**config.mk**
```make
export PLATFORM = sky130hd
export DESIGN_NAME = axil_cmd_master
export DESIGN_NICKNAME = d
export VERILOG_FILES = /design/src/rtl/axil_pkg.sv /design/src/rtl/axil_wait_ctr.sv /design/src/rtl/axil_cmd_master.sv
export SDC_FILE = /design/constraint.sdc
export NUM_CORES = 1
export LEC_CHECK = 0
export CORE_MARGIN = 8
export CORE_UTILIZATION = 44
export DETAILED_ROUTE_END_ITERATION = 6
export GPL_TIMING_DRIVEN = 0
export HOLD_SLACK_MARGIN = 0.03
export PLACE_DENSITY_LB_ADDON = 0.2
export SYNTH_ARGS = -nofsm -noshare
export SYNTH_HDL_FRONTEND = slang
export SYNTH_SLANG_ARGS = --single-unit
```
**constraint.sdc**
```tcl
create_clock -name M_AXI_ACLK -period 3.9 [get_ports M_AXI_ACLK]
set_input_delay 0.585 -clock M_AXI_ACLK [delete_from_list [all_inputs] [get_ports M_AXI_ACLK]]
set_output_delay 0.585 -clock M_AXI_ACLK [all_outputs]
set_load 0.05 [all_outputs]
```
**src/rtl/axil_pkg.sv**
```systemverilog
// Shared types and constants for the AXI4-Lite command master.
`timescale 1ns/1ps
package axil_pkg;

  typedef enum logic [2:0] {
    ST_IDLE    = 3'd0,
    ST_WR_REQ  = 3'd1,
    ST_WR_RESP = 3'd2,
    ST_RD_REQ  = 3'd3,
    ST_RD_RESP = 3'd4,
    ST_RSP     = 3'd5
  } state_e;

  localparam logic [1:0] AXI_RESP_OKAY   = 2'b00;
  localparam logic [1:0] AXI_RESP_EXOKAY = 2'b01;
  localparam logic [1:0] AXI_RESP_SLVERR = 2'b10;
  localparam logic [1:0] AXI_RESP_DECERR = 2'b11;

  localparam logic [2:0] AXI_PROT_DEFAULT = 3'b000;

  // States in which the master is waiting on the slave and the stall counter runs.
  function automatic logic is_wait_state(input state_e s);
    return (s == ST_WR_REQ) || (s == ST_WR_RESP) || (s == ST_RD_REQ) || (s == ST_RD_RESP);
  endfunction

endpackage

```
**src/rtl/axil_wait_ctr.sv**
```systemverilog
// Saturating stall counter with a sticky error flag that sets when the count reaches MAX_WAIT.
`timescale 1ns/1ps
module axil_wait_ctr #(
  parameter int MAX_WAIT = 15,
  parameter int CNT_W    = 4
) (
  input  logic clk,
  input  logic rst_n,
  input  logic i_clr,
  input  logic i_inc,
  output logic o_err
);

  logic [CNT_W-1:0] cnt_q, cnt_d;
  logic             err_q, err_d;

  always_comb begin
    cnt_d = cnt_q;
    err_d = err_q;
    if (i_clr) begin
      cnt_d = '0;
    end else if (i_inc && (cnt_q != CNT_W'(MAX_WAIT))) begin
      cnt_d = cnt_q + 1'b1;
    end
    // Sticky: only reset clears it; the transaction itself keeps running.
    if (cnt_d == CNT_W'(MAX_WAIT)) begin
      err_d = 1'b1;
    end
  end

  always_ff @(posedge clk or negedge rst_n) begin
    if (!rst_n) begin
      cnt_q <= '0;
      err_q <= 1'b0;
    end else begin
      cnt_q <= cnt_d;
      err_q <= err_d;
    end
  end

  assign o_err = err_q;

endmodule

```
**src/rtl/axil_cmd_master.sv**
```systemverilog
// AXI4-Lite master: converts a command/response stream into single outstanding AXI-Lite
// read or write transactions, with a sticky stall monitor on every wait phase.
`timescale 1ns/1ps
module axil_cmd_master
  import axil_pkg::*;
#(
  parameter int C_M_AXI_ADDR_WIDTH = 7,
  parameter int C_M_AXI_DATA_WIDTH = 32,
  parameter int MAX_WAIT           = 15
) (
  input  logic                              M_AXI_ACLK,
  input  logic                              M_AXI_ARESETN,
  input  logic                              i_cmd_valid,
  output logic                              o_cmd_ready,
  input  logic                              i_cmd_write,
  input  logic [C_M_AXI_ADDR_WIDTH-1:0]     i_cmd_addr,
  input  logic [C_M_AXI_DATA_WIDTH-1:0]     i_cmd_wdata,
  input  logic [C_M_AXI_DATA_WIDTH/8-1:0]   i_cmd_wstrb,
  output logic                              o_rsp_valid,
  input  logic                              i_rsp_ready,
  output logic                              o_rsp_write,
  output logic [C_M_AXI_DATA_WIDTH-1:0]     o_rsp_rdata,
  output logic [1:0]                        o_rsp_resp,
  output logic                              o_stall_err,
  output logic [C_M_AXI_ADDR_WIDTH-1:0]     M_AXI_AWADDR,
  output logic [2:0]                        M_AXI_AWPROT,
  output logic                              M_AXI_AWVALID,
  input  logic                              M_AXI_AWREADY,
  output logic [C_M_AXI_DATA_WIDTH-1:0]     M_AXI_WDATA,
  output logic [C_M_AXI_DATA_WIDTH/8-1:0]   M_AXI_WSTRB,
  output logic                              M_AXI_WVALID,
  input  logic                              M_AXI_WREADY,
  input  logic [1:0]                        M_AXI_BRESP,
  input  logic                              M_AXI_BVALID,
  output logic                              M_AXI_BREADY,
  output logic [C_M_AXI_ADDR_WIDTH-1:0]     M_AXI_ARADDR,
  output logic [2:0]                        M_AXI_ARPROT,
  output logic                              M_AXI_ARVALID,
  input  logic                              M_AXI_ARREADY,
  input  logic [C_M_AXI_DATA_WIDTH-1:0]     M_AXI_RDATA,
  input  logic [1:0]                        M_AXI_RRESP,
  input  logic                              M_AXI_RVALID,
  output logic                              M_AXI_RREADY
);

  localparam int AW = C_M_AXI_ADDR_WIDTH;
  localparam int DW = C_M_AXI_DATA_WIDTH;
  localparam int SW = C_M_AXI_DATA_WIDTH / 8;

  state_e          state_q, state_d;
  logic [AW-1:0]   addr_q, addr_d;
  logic [DW-1:0]   wdata_q, wdata_d;
  logic [SW-1:0]   wstrb_q, wstrb_d;
  logic            awvalid_q, awvalid_d;
  logic            wvalid_q, wvalid_d;
  logic            arvalid_q, arvalid_d;
  logic            rsp_write_q, rsp_write_d;
  logic [DW-1:0]   rsp_rdata_q, rsp_rdata_d;
  logic [1:0]      rsp_resp_q, rsp_resp_d;

  logic            wait_clr;
  logic            wait_inc;

  always_comb begin
    state_d     = state_q;
    addr_d      = addr_q;
    wdata_d     = wdata_q;
    wstrb_d     = wstrb_q;
    awvalid_d   = awvalid_q;
    wvalid_d    = wvalid_q;
    arvalid_d   = arvalid_q;
    rsp_write_d = rsp_write_q;
    rsp_rdata_d = rsp_rdata_q;
    rsp_resp_d  = rsp_resp_q;

    case (state_q)
      ST_IDLE: begin
        if (i_cmd_valid) begin
          addr_d = i_cmd_addr;
          if (i_cmd_write) begin
            wdata_d   = i_cmd_wdata;
            wstrb_d   = i_cmd_wstrb;
            awvalid_d = 1'b1;
            wvalid_d  = 1'b1;
            state_d   = ST_WR_REQ;
          end else begin
            arvalid_d = 1'b1;
            state_d   = ST_RD_REQ;
          end
        end
      end
      ST_WR_REQ: begin
        // AW and W channels complete independently, in either order.
        if (awvalid_q && M_AXI_AWREADY) awvalid_d = 1'b0;
        if (wvalid_q && M_AXI_WREADY)   wvalid_d  = 1'b0;
        if (!awvalid_d && !wvalid_d)    state_d   = ST_WR_RESP;
      end
      ST_WR_RESP: begin
        if (M_AXI_BVALID) begin
          rsp_write_d = 1'b1;
          rsp_rdata_d = '0;
          rsp_resp_d  = M_AXI_BRESP;
          state_d     = ST_RSP;
        end
      end
      ST_RD_REQ: begin
        if (M_AXI_ARREADY) begin
          arvalid_d = 1'b0;
          state_d   = ST_RD_RESP;
        end
      end
      ST_RD_RESP: begin
        if (M_AXI_RVALID) begin
          rsp_write_d = 1'b0;
          rsp_rdata_d = M_AXI_RDATA;
          rsp_resp_d  = M_AXI_RRESP;
          state_d     = ST_RSP;
        end
      end
      ST_RSP: begin
        if (i_rsp_ready) state_d = ST_IDLE;
      end
      default: begin
        state_d = ST_IDLE;
      end
    endcase
  end

  always_ff @(posedge M_AXI_ACLK or negedge M_AXI_ARESETN) begin
    if (!M_AXI_ARESETN) begin
      state_q     <= ST_IDLE;
      addr_q      <= '0;
      wdata_q     <= '0;
      wstrb_q     <= '0;
      awvalid_q   <= 1'b0;
      wvalid_q    <= 1'b0;
      arvalid_q   <= 1'b0;
      rsp_write_q <= 1'b0;
      rsp_rdata_q <= '0;
      rsp_resp_q  <= AXI_RESP_OKAY;
    end else begin
      state_q     <= state_d;
      addr_q      <= addr_d;
      wdata_q     <= wdata_d;
      wstrb_q     <= wstrb_d;
      awvalid_q   <= awvalid_d;
      wvalid_q    <= wvalid_d;
      arvalid_q   <= arvalid_d;
      rsp_write_q <= rsp_write_d;
      rsp_rdata_q <= rsp_rdata_d;
      rsp_resp_q  <= rsp_resp_d;
    end
  end

  // Any state change restarts the count, so each wait phase is timed on its own.
  assign wait_clr = (state_d != state_q);
  assign wait_inc = is_wait_state(state_q) && !wait_clr;

  axil_wait_ctr #(
    .MAX_WAIT (MAX_WAIT),
    .CNT_W    (4)
  ) u_wait_ctr (
    .clk   (M_AXI_ACLK),
    .rst_n (M_AXI_ARESETN),
    .i_clr (wait_clr),
    .i_inc (wait_inc),
    .o_err (o_stall_err)
  );

  assign o_cmd_ready   = (state_q == ST_IDLE);
  assign o_rsp_valid   = (state_q == ST_RSP);
  assign o_rsp_write   = rsp_write_q;
  assign o_rsp_rdata   = rsp_rdata_q;
  assign o_rsp_resp    = rsp_resp_q;

  assign M_AXI_AWADDR  = addr_q;
  assign M_AXI_AWPROT  = AXI_PROT_DEFAULT;
  assign M_AXI_AWVALID = awvalid_q;
  assign M_AXI_WDATA   = wdata_q;
  assign M_AXI_WSTRB   = wstrb_q;
  assign M_AXI_WVALID  = wvalid_q;
  assign M_AXI_BREADY  = (state_q == ST_WR_RESP);
  assign M_AXI_ARADDR  = addr_q;
  assign M_AXI_ARPROT  = AXI_PROT_DEFAULT;
  assign M_AXI_ARVALID = arvalid_q;
  assign M_AXI_RREADY  = (state_q == ST_RD_RESP);

endmodule
```
==> metrics.yaml, run 1 <==
status: "complete, no violations"
criticalPathCategory: "reg2out"
grt_pass1_wl_um: 16750
r2r-start: "state_q[2]$_DFF_PN0_"
gp_congestion: 0.7993
drtIter0Drc: 114
synth-seq-cells: 89
post-cts-setup-buffers: 0
synth_cell_types: 42
synth-simple-area-share: 0.06088
crit_path_end: "M_AXI_RREADY"
synth.area.top_cells: "dfrtp_1, mux2_4, a22o_1, mux2_2, buf_4"
die-width_um: 109.0
synth_seq_area_share: 0.5857
nFillCells: 612
rr_worst_depth: 6
synth-xor-area-share: 0.008885
ir_worst_vdd_v: 0.0005364
fmax_mhz: 325.1
rr_endpoint: "u_wait_ctr.o_err$_DFFE_PN0N_"
hold_ws_ps: 105.4
path_delay_family: "buffers and inverters"
placed_area_um2: 5793
maxSlewViolCount: 0
crit_fanout: 10
drive_gt1_frac: 0.1847
root_buffer: "clkbuf_8"
hpwl_um: 8622
grt_max_degree: 71
cts_buffers: 9
drt_pass1_iterations: 4
wl_met2_um: 5625
synth_compound_area_frac: 0.1158
drcViolationCount: 0
wirelength_um: 11020
slew_headroom: 0.5504
reg2reg_slack_ps: 1950
worstSkewPairLatency_ps: 350
syn_area_per_cell_um2: 14.14
critPathLaunchType: "flop"
finalSetupViolations: 0
syn_inst: 269
rsz0062_at_grt: "no"
dieArea_um2: 11870
port_buffers: 181
n_antenna_cell: 0
synthMuxAreaShare: 0.1701
hold_viol_final: 0
coreArea_um2: 8551
synth_top_cell_by_area: "dfrtp_1"
worstMarginPinSlew_ps: 669.3
cts_tree: "yes"
clock-sinks: 89
detail-route-antenna-nets: 0
synth_top_family_by_area: "multiplexers"
start_util: 0.4447
crit_chain: "buf_2, nor3_1, clkdlybuf4s50_1"
critPathBufInv: 2
fin_area_um2: 6011
timing.final.crit_share: 0.7888
worstPathRequired_ps: 3310
htree_levels: 3
wl_met3_um: 1058
crit_path_top_delay_cell: "clkdlybuf4s50_1"
antenna_found_initial: 0
min_path_type: "in2async"
clock_path_buffers: 2
synth_area_um2: 3802
syn_to_final_growth_pct: 58.08
slowest_delay_ps: 930
viasPerCell: 5.035
drt-met1-wl_um: 4044
dr.max_layer_used: "met4"
cts_resized: 0
cellLeakagePower_nw: 2.716
nets: 557
grt_pass1_vias: 3158
ctsHoldBuffers: 0
crit_path_end_kind: "output pin"
powerDensity_nw_per_um2: 1014
clkTransAtPathRegs_ps: 90
wl_per_cell_um: 19.02
vias: 2915
max_cap_violations: 0
grt-ovfl-total: 0
yosys_warnings: 0
pin_count: 188
crit_start: "state_q[0]$_DFF_PN0_"
period_minus_slack_ps: 3076
cp.arrival_ps: 2490
synth_top_area_frac: 0.5857
grt_usage: 0.1840
synthAdderAreaFrac: 0.003291
rows: 34
fin_worst_skew_ps: 12.47
worst-path-stages: 3
fp.dieH_um: 109.0
==> worst min-delay path by stage <==
stage,start,end,slack (ps)
after floorplan,M_AXI_ARESETN,M_AXI_ARADDR[0]$_DFFE_PN0P_,290
after global placement,u_wait_ctr.o_err$_DFFE_PN0N_,u_wait_ctr.o_err$_DFFE_PN0N_,450
after detailed placement,u_wait_ctr.o_err$_DFFE_PN0N_,u_wait_ctr.o_err$_DFFE_PN0N_,450
after CTS,M_AXI_ARESETN,o_rsp_rdata[30]$_DFFE_PN0P_,100
after global routing,M_AXI_ARESETN,o_rsp_rdata[29]$_DFFE_PN0P_,110
final,M_AXI_ARESETN,o_rsp_rdata[29]$_DFFE_PN0P_,110
==> through the flow <==
| stage | utilization | std cells | power [W] | worst slack (ps) | TNS [ps] |
|---|---|---|---|---|---|
| after floorplan | - | 274 | 0.004125 | 1447 | 0 |
| after global placement | 0.6746 | 563 | 0.005358 | -1017 | -90060 |
| after detailed placement | 0.6775 | 564 | 0.005419 | 1165 | 0 |
| after CTS | 0.7030 | 579 | 0.006144 | 779.9 | 0 |
| after global routing | 0.7030 | 579 | 0.006359 | 701.8 | 0 |
| final | 0.7030 | 579 | 0.006092 | 823.7 | 0 |
==> final cells by class <==
type                       count  area, um2  share of cell area
tap                          108      135.1             0.02248
buffer                        28      187.7             0.03122
multi-input combinational    152       1388              0.2308
clock buffer                  11      141.4             0.02352
inverter                       5      18.77            0.003122
clock inverter                 4      76.32             0.01270
sequential                    89       2227              0.3705
timing repair buffer         182       1837              0.3056
==> Yosys cell counts (all sizes together) <==
library cell / n
nor3: 8
a32oi: 1
nor2: 6
buf: 21
inv: 5
nand4: 1
xnor2: 2
nor4bb: 1
a2bb2oi: 1
clkbuf: 7
nand2b: 3
ha: 1
a41oi: 1
a31o: 1
o21ai: 3
a22o: 32
dfrtp: 89
conb: 1
nor2b: 3
o22ai: 1
nand2: 10
a31oi: 1
o311ai: 1
xor2: 1
nand3: 6
a311oi: 1
nor4b: 1
and2b: 1
a211oi: 2
and2: 1
o41ai: 1
mux2: 43
or3: 1
mux2i: 5
a21oi: 6
==> per-layer routing <==
metal | up-vias | global-route usage
met1 | 1436 | 0.1990
met5 | - | 0
li1 | 1345 | -
met3 | 23 | 0.08038
met4 | 0 | 0.08309
met2 | 111 | 0.3059
==> placed cells by master (no fill, tap or decap), drive strengths merged, types with 2 or more instances in the layout <==
cell,synthesis,routed
a22o,32,32
a21oi,6,6
nand2,10,10
nor2,6,6
nand2b,3,3
inv,5,6
clkdlybuf4s50,0,180
a211oi,2,2
conb,1,6
o21ai,3,3
xnor2,2,2
buf,21,23
mux2i,5,5
mux2,43,43
nor3,8,8
nand3,6,6
bufinv,0,2
dfrtp,89,89
nor2b,3,3
clkbuf,7,18
==> logic make-up (layout without fill, tap and decap cells) <==
family / Yosys count / in the layout
simple gates: 42 / 42
buf+inv: 33 / 230
mux: 48 / 48
flops: 89 / 89
fa+ha+maj: 1 / 1
xor+xnor: 3 / 3
compound gates: 52 / 52
other cells: 1 / 6
==> registers in the layout, indices dropped and copies added (netlist names) <==
register and count:
M_AXI_ARADDR 7, M_AXI_ARVALID 1, M_AXI_AWVALID 1, M_AXI_WDATA 32, M_AXI_WSTRB 4, M_AXI_WVALID 1, o_rsp_rdata 32, o_rsp_resp 2
o_rsp_write 1, state_q 3, u_wait_ctr.cnt_q 4, u_wait_ctr.o_err 1
==> report_power, final <==
group / switching [W] / total (W) / leakage, nW / internal (W)
Combinational: 0.00235 / 0.00378 / 1.50 / 0.00143
Sequential: 0.000265 / 0.00161 / 1.12 / 0.00134
Clock: 0.000326 / 0.000704 / 0.106 / 0.000378
No activity file was read; power rests on OpenSTA's default activity.
==> run 2, diff against run 1 <==
--- a/config.mk
+++ b/config.mk
@@ -6,7 +6,7 @@
 export NUM_CORES = 1
 export LEC_CHECK = 0
 export CORE_MARGIN = 8
-export CORE_UTILIZATION = 44
+export CORE_UTILIZATION = 40
 export DETAILED_ROUTE_END_ITERATION = 6
 export GPL_TIMING_DRIVEN = 0
 export HOLD_SLACK_MARGIN = 0.03
==> constraint.sdc (replaced) <==
create_clock -name M_AXI_ACLK -period 3.2 [get_ports M_AXI_ACLK]
set_input_delay 0.48 -clock M_AXI_ACLK [delete_from_list [all_inputs] [get_ports M_AXI_ACLK]]
set_output_delay 0.48 -clock M_AXI_ACLK [all_outputs]
set_load 0.05 [all_outputs]
==> run 2 against run 1 <==
Net effect:
- die area up 8.5%
- critical path depth unchanged
- global-route usage down 1.7 points
- register-to-register slack worse by 680 ps
- power up 21%
- sequential share of layout area down 0.11 points
- flip-flop and latch count unchanged
- non-clock buffer count unchanged
- worst hold slack worse by 11 ps
- routed wire length down 2.3%
- critical endpoint unchanged
- largest cell class unchanged
- largest power group unchanged
- highest routed layer unchanged
==> metrics.yaml, run 2 (synthesis gave the netlist of run 1 again) <==
cts_buffers: 9  # unchanged
cp.arrival_ps: 2380  # -110 ps
clkTransAtPathRegs_ps: 90  # about the same
die-width_um: 113.5  # +4.2%
dieArea_um2: 12880  # +8.5%
max_cap_violations: 0  # unchanged
syn_to_final_growth_pct: 58.54
rsz0062_at_grt: "no"
layout_common_cells: "clkdlybuf4s50_1, dfrtp_1, a22o_1, mux2_4, buf_4"
start_util: 0.4115  # -0.03318
gp_congestion: 0.8129  # +1.7%
post-cts-setup-buffers: 0  # unchanged
grt_pass1_vias: 3126  # -1.0%
fin_worst_skew_ps: 7.561  # -4.914 ps
seq_power_share: 0.264  # about the same
grt-ovfl-total: 0  # unchanged
cts_resized: 0  # unchanged
rr_endpoint: "u_wait_ctr.o_err$_DFFE_PN0N_"
nFillCells: 734  # +20%
hpwl_um: 8399  # -2.6%
ctsHoldBuffers: 0  # unchanged
setup_tns_ps: 0  # unchanged
rr_worst_depth: 6  # unchanged
cts_tree: "yes"
wl_per_cell_um: 17.94  # -5.7%
timing.final.crit_share: 0.8924
wirelength_um: 10770  # -2.3%
switching_share: 0.4822  # -0.0007184
hold_viol_final: 0  # unchanged
maxSlewViolCount: 0  # unchanged
worstPathRequired_ps: 2720  # -590 ps
pin_count: 188  # unchanged
hold_ws_ps: 94.06  # -11.37 ps
drtIter0Drc: 108  # -5.3%
drt_pass1_iterations: 4  # unchanged
critPathLaunchType: "flop"
drive_gt1_frac: 0.1847  # unchanged
ir_worst_vdd_v: 0.0007035  # +31%
clock_path_buffers: 2  # unchanged
nets: 557  # unchanged
clkPwrFrac: 0.112  # -0.004
powerDensity_nw_per_um2: 1222  # +21%
crit_fanout: 10  # unchanged
fmax_mhz: 350.2
p_int_w: 0.003815  # +21%
grt_usage: 0.1670  # -0.01698
final_common_cell: "clkdlybuf4s50_1"
n_antenna_cell: 0  # unchanged
r2r-start: "state_q[2]$_DFF_PN0_"
clock-sinks: 89  # unchanged
root_buffer: "clkbuf_8"
reg2reg_slack_ps: 1270  # -680 ps
drcViolationCount: 0  # unchanged
vias: 2902  # -0.45%
crit_path_end: "M_AXI_RREADY"
worstSkewPairLatency_ps: 350  # about the same
worstMarginPinSlew_ps: 555.7  # -113.5 ps
status: "complete, no violations"
coreArea_um2: 9240  # +8.1%
crit_start: "state_q[0]$_DFF_PN0_"
grt_pass1_wl_um: 16970  # +1.3%
grt_max_degree: 52  # -27%
detail-route-antenna-nets: 0  # unchanged
port_buffers: 181  # unchanged
finalSetupViolations: 0  # unchanged
htree_levels: 3  # unchanged
cellLeakagePower_nw: 2.713  # -0.14%
fp.dieH_um: 113.5  # +4.2%
rows: 35  # +2.9%
p_comb_frac: 0.624  # +0.004
slew_headroom: 0.6284  # +0.07796
power_switching_w: 0.003552  # +21%
min_path_type: "in2async"
antenna_found_initial: 0  # unchanged
period_minus_slack_ps: 2856
criticalPathCategory: "reg2out"
crit_path_end_kind: "output pin"
viasPerCell: 4.837  # -3.9%
[run 2: changes by cell type in the layout (fill, tap and decap cells not counted), sizes merged]
cell | before | now
clkinv | 0 | 2
clkbuf | 18 | 17
inv | 6 | 5
[run 2: worst min path at each step]
| stage | startpoint | to | cells after the start |
|---|---|---|---|
| after floorplan | M_AXI_ARESETN | M_AXI_ARADDR[0]$_DFFE_PN0P_ | 0 |
| after global placement | u_wait_ctr.o_err$_DFFE_PN0N_ | u_wait_ctr.o_err$_DFFE_PN0N_ | 2 |
| after detailed placement | u_wait_ctr.o_err$_DFFE_PN0N_ | u_wait_ctr.o_err$_DFFE_PN0N_ | 2 |
| after CTS | M_AXI_ARESETN | o_rsp_rdata[0]$_DFFE_PN0P_ | 1 |
| after global routing | M_AXI_ARESETN | o_rsp_rdata[0]$_DFFE_PN0P_ | 1 |
| final | M_AXI_ARESETN | o_rsp_rdata[0]$_DFFE_PN0P_ | 1 |
[run 2: metrics by stage]
| stage | total power (W) | worst slack [ps] | util | std cells | area, um2 |
|---|---|---|---|---|---|
| 6_report | 0.007367 | 344.2 | 0.6524 | 600 | 6028 |
| 3_5_place_dp | 0.006585 | 705.5 | 0.6298 | 585 | 5819 |
| 4_1_cts | 0.007438 | 309.8 | 0.6524 | 600 | 6028 |
| 3_3_place_gp | 0.006520 | -1586 | 0.6271 | 584 | 5794 |
| 2_1_floorplan | 0.005028 | 847.5 | - | 274 | 3821 |
| 5_1_grt | 0.007701 | 202.1 | 0.6524 | 600 | 6028 |
[run 2: cell type report]
type,instances,area (um2),area share
clock inverter,5,81.33,0.01349
timing repair buffer,182,1837,0.3047
inverter,5,18.77,0.003113
sequential,89,2227,0.3694
tap,129,161.4,0.02677
buffer,28,187.7,0.03113
multi-input combinational,152,1388,0.2302
clock buffer,10,127.6,0.02117
[run 2: per-layer routing]
layer  part of all wire  GRT usage  vias to the layer above
met5                  0          0                        -
met4              0.014    0.06306                        0
met3              0.069    0.04966                       12
met2               0.52     0.2872                      108
met1               0.40     0.1915                     1433
li1                   -          -                     1349
[run 2: power groups by stage]
stage / sequential, W / combinational, W / clock, W
2_1_floorplan: 0.00364 / 0.00138 / 0
3_3_place_gp: 0.00194 / 0.00458 / 0
3_5_place_dp: 0.00196 / 0.00463 / 0
4_1_cts: 0.00195 / 0.00464 / 0.000849
5_1_grt: 0.00202 / 0.00479 / 0.000894
6_report: 0.00195 / 0.00460 / 0.000823
[run 2: worst max-delay path: stages, from the launching register on]
cell             delay, ps
dfrtp_1                450
buf_2                  210
nor3_1                 450
clkdlybuf4s50_1        910
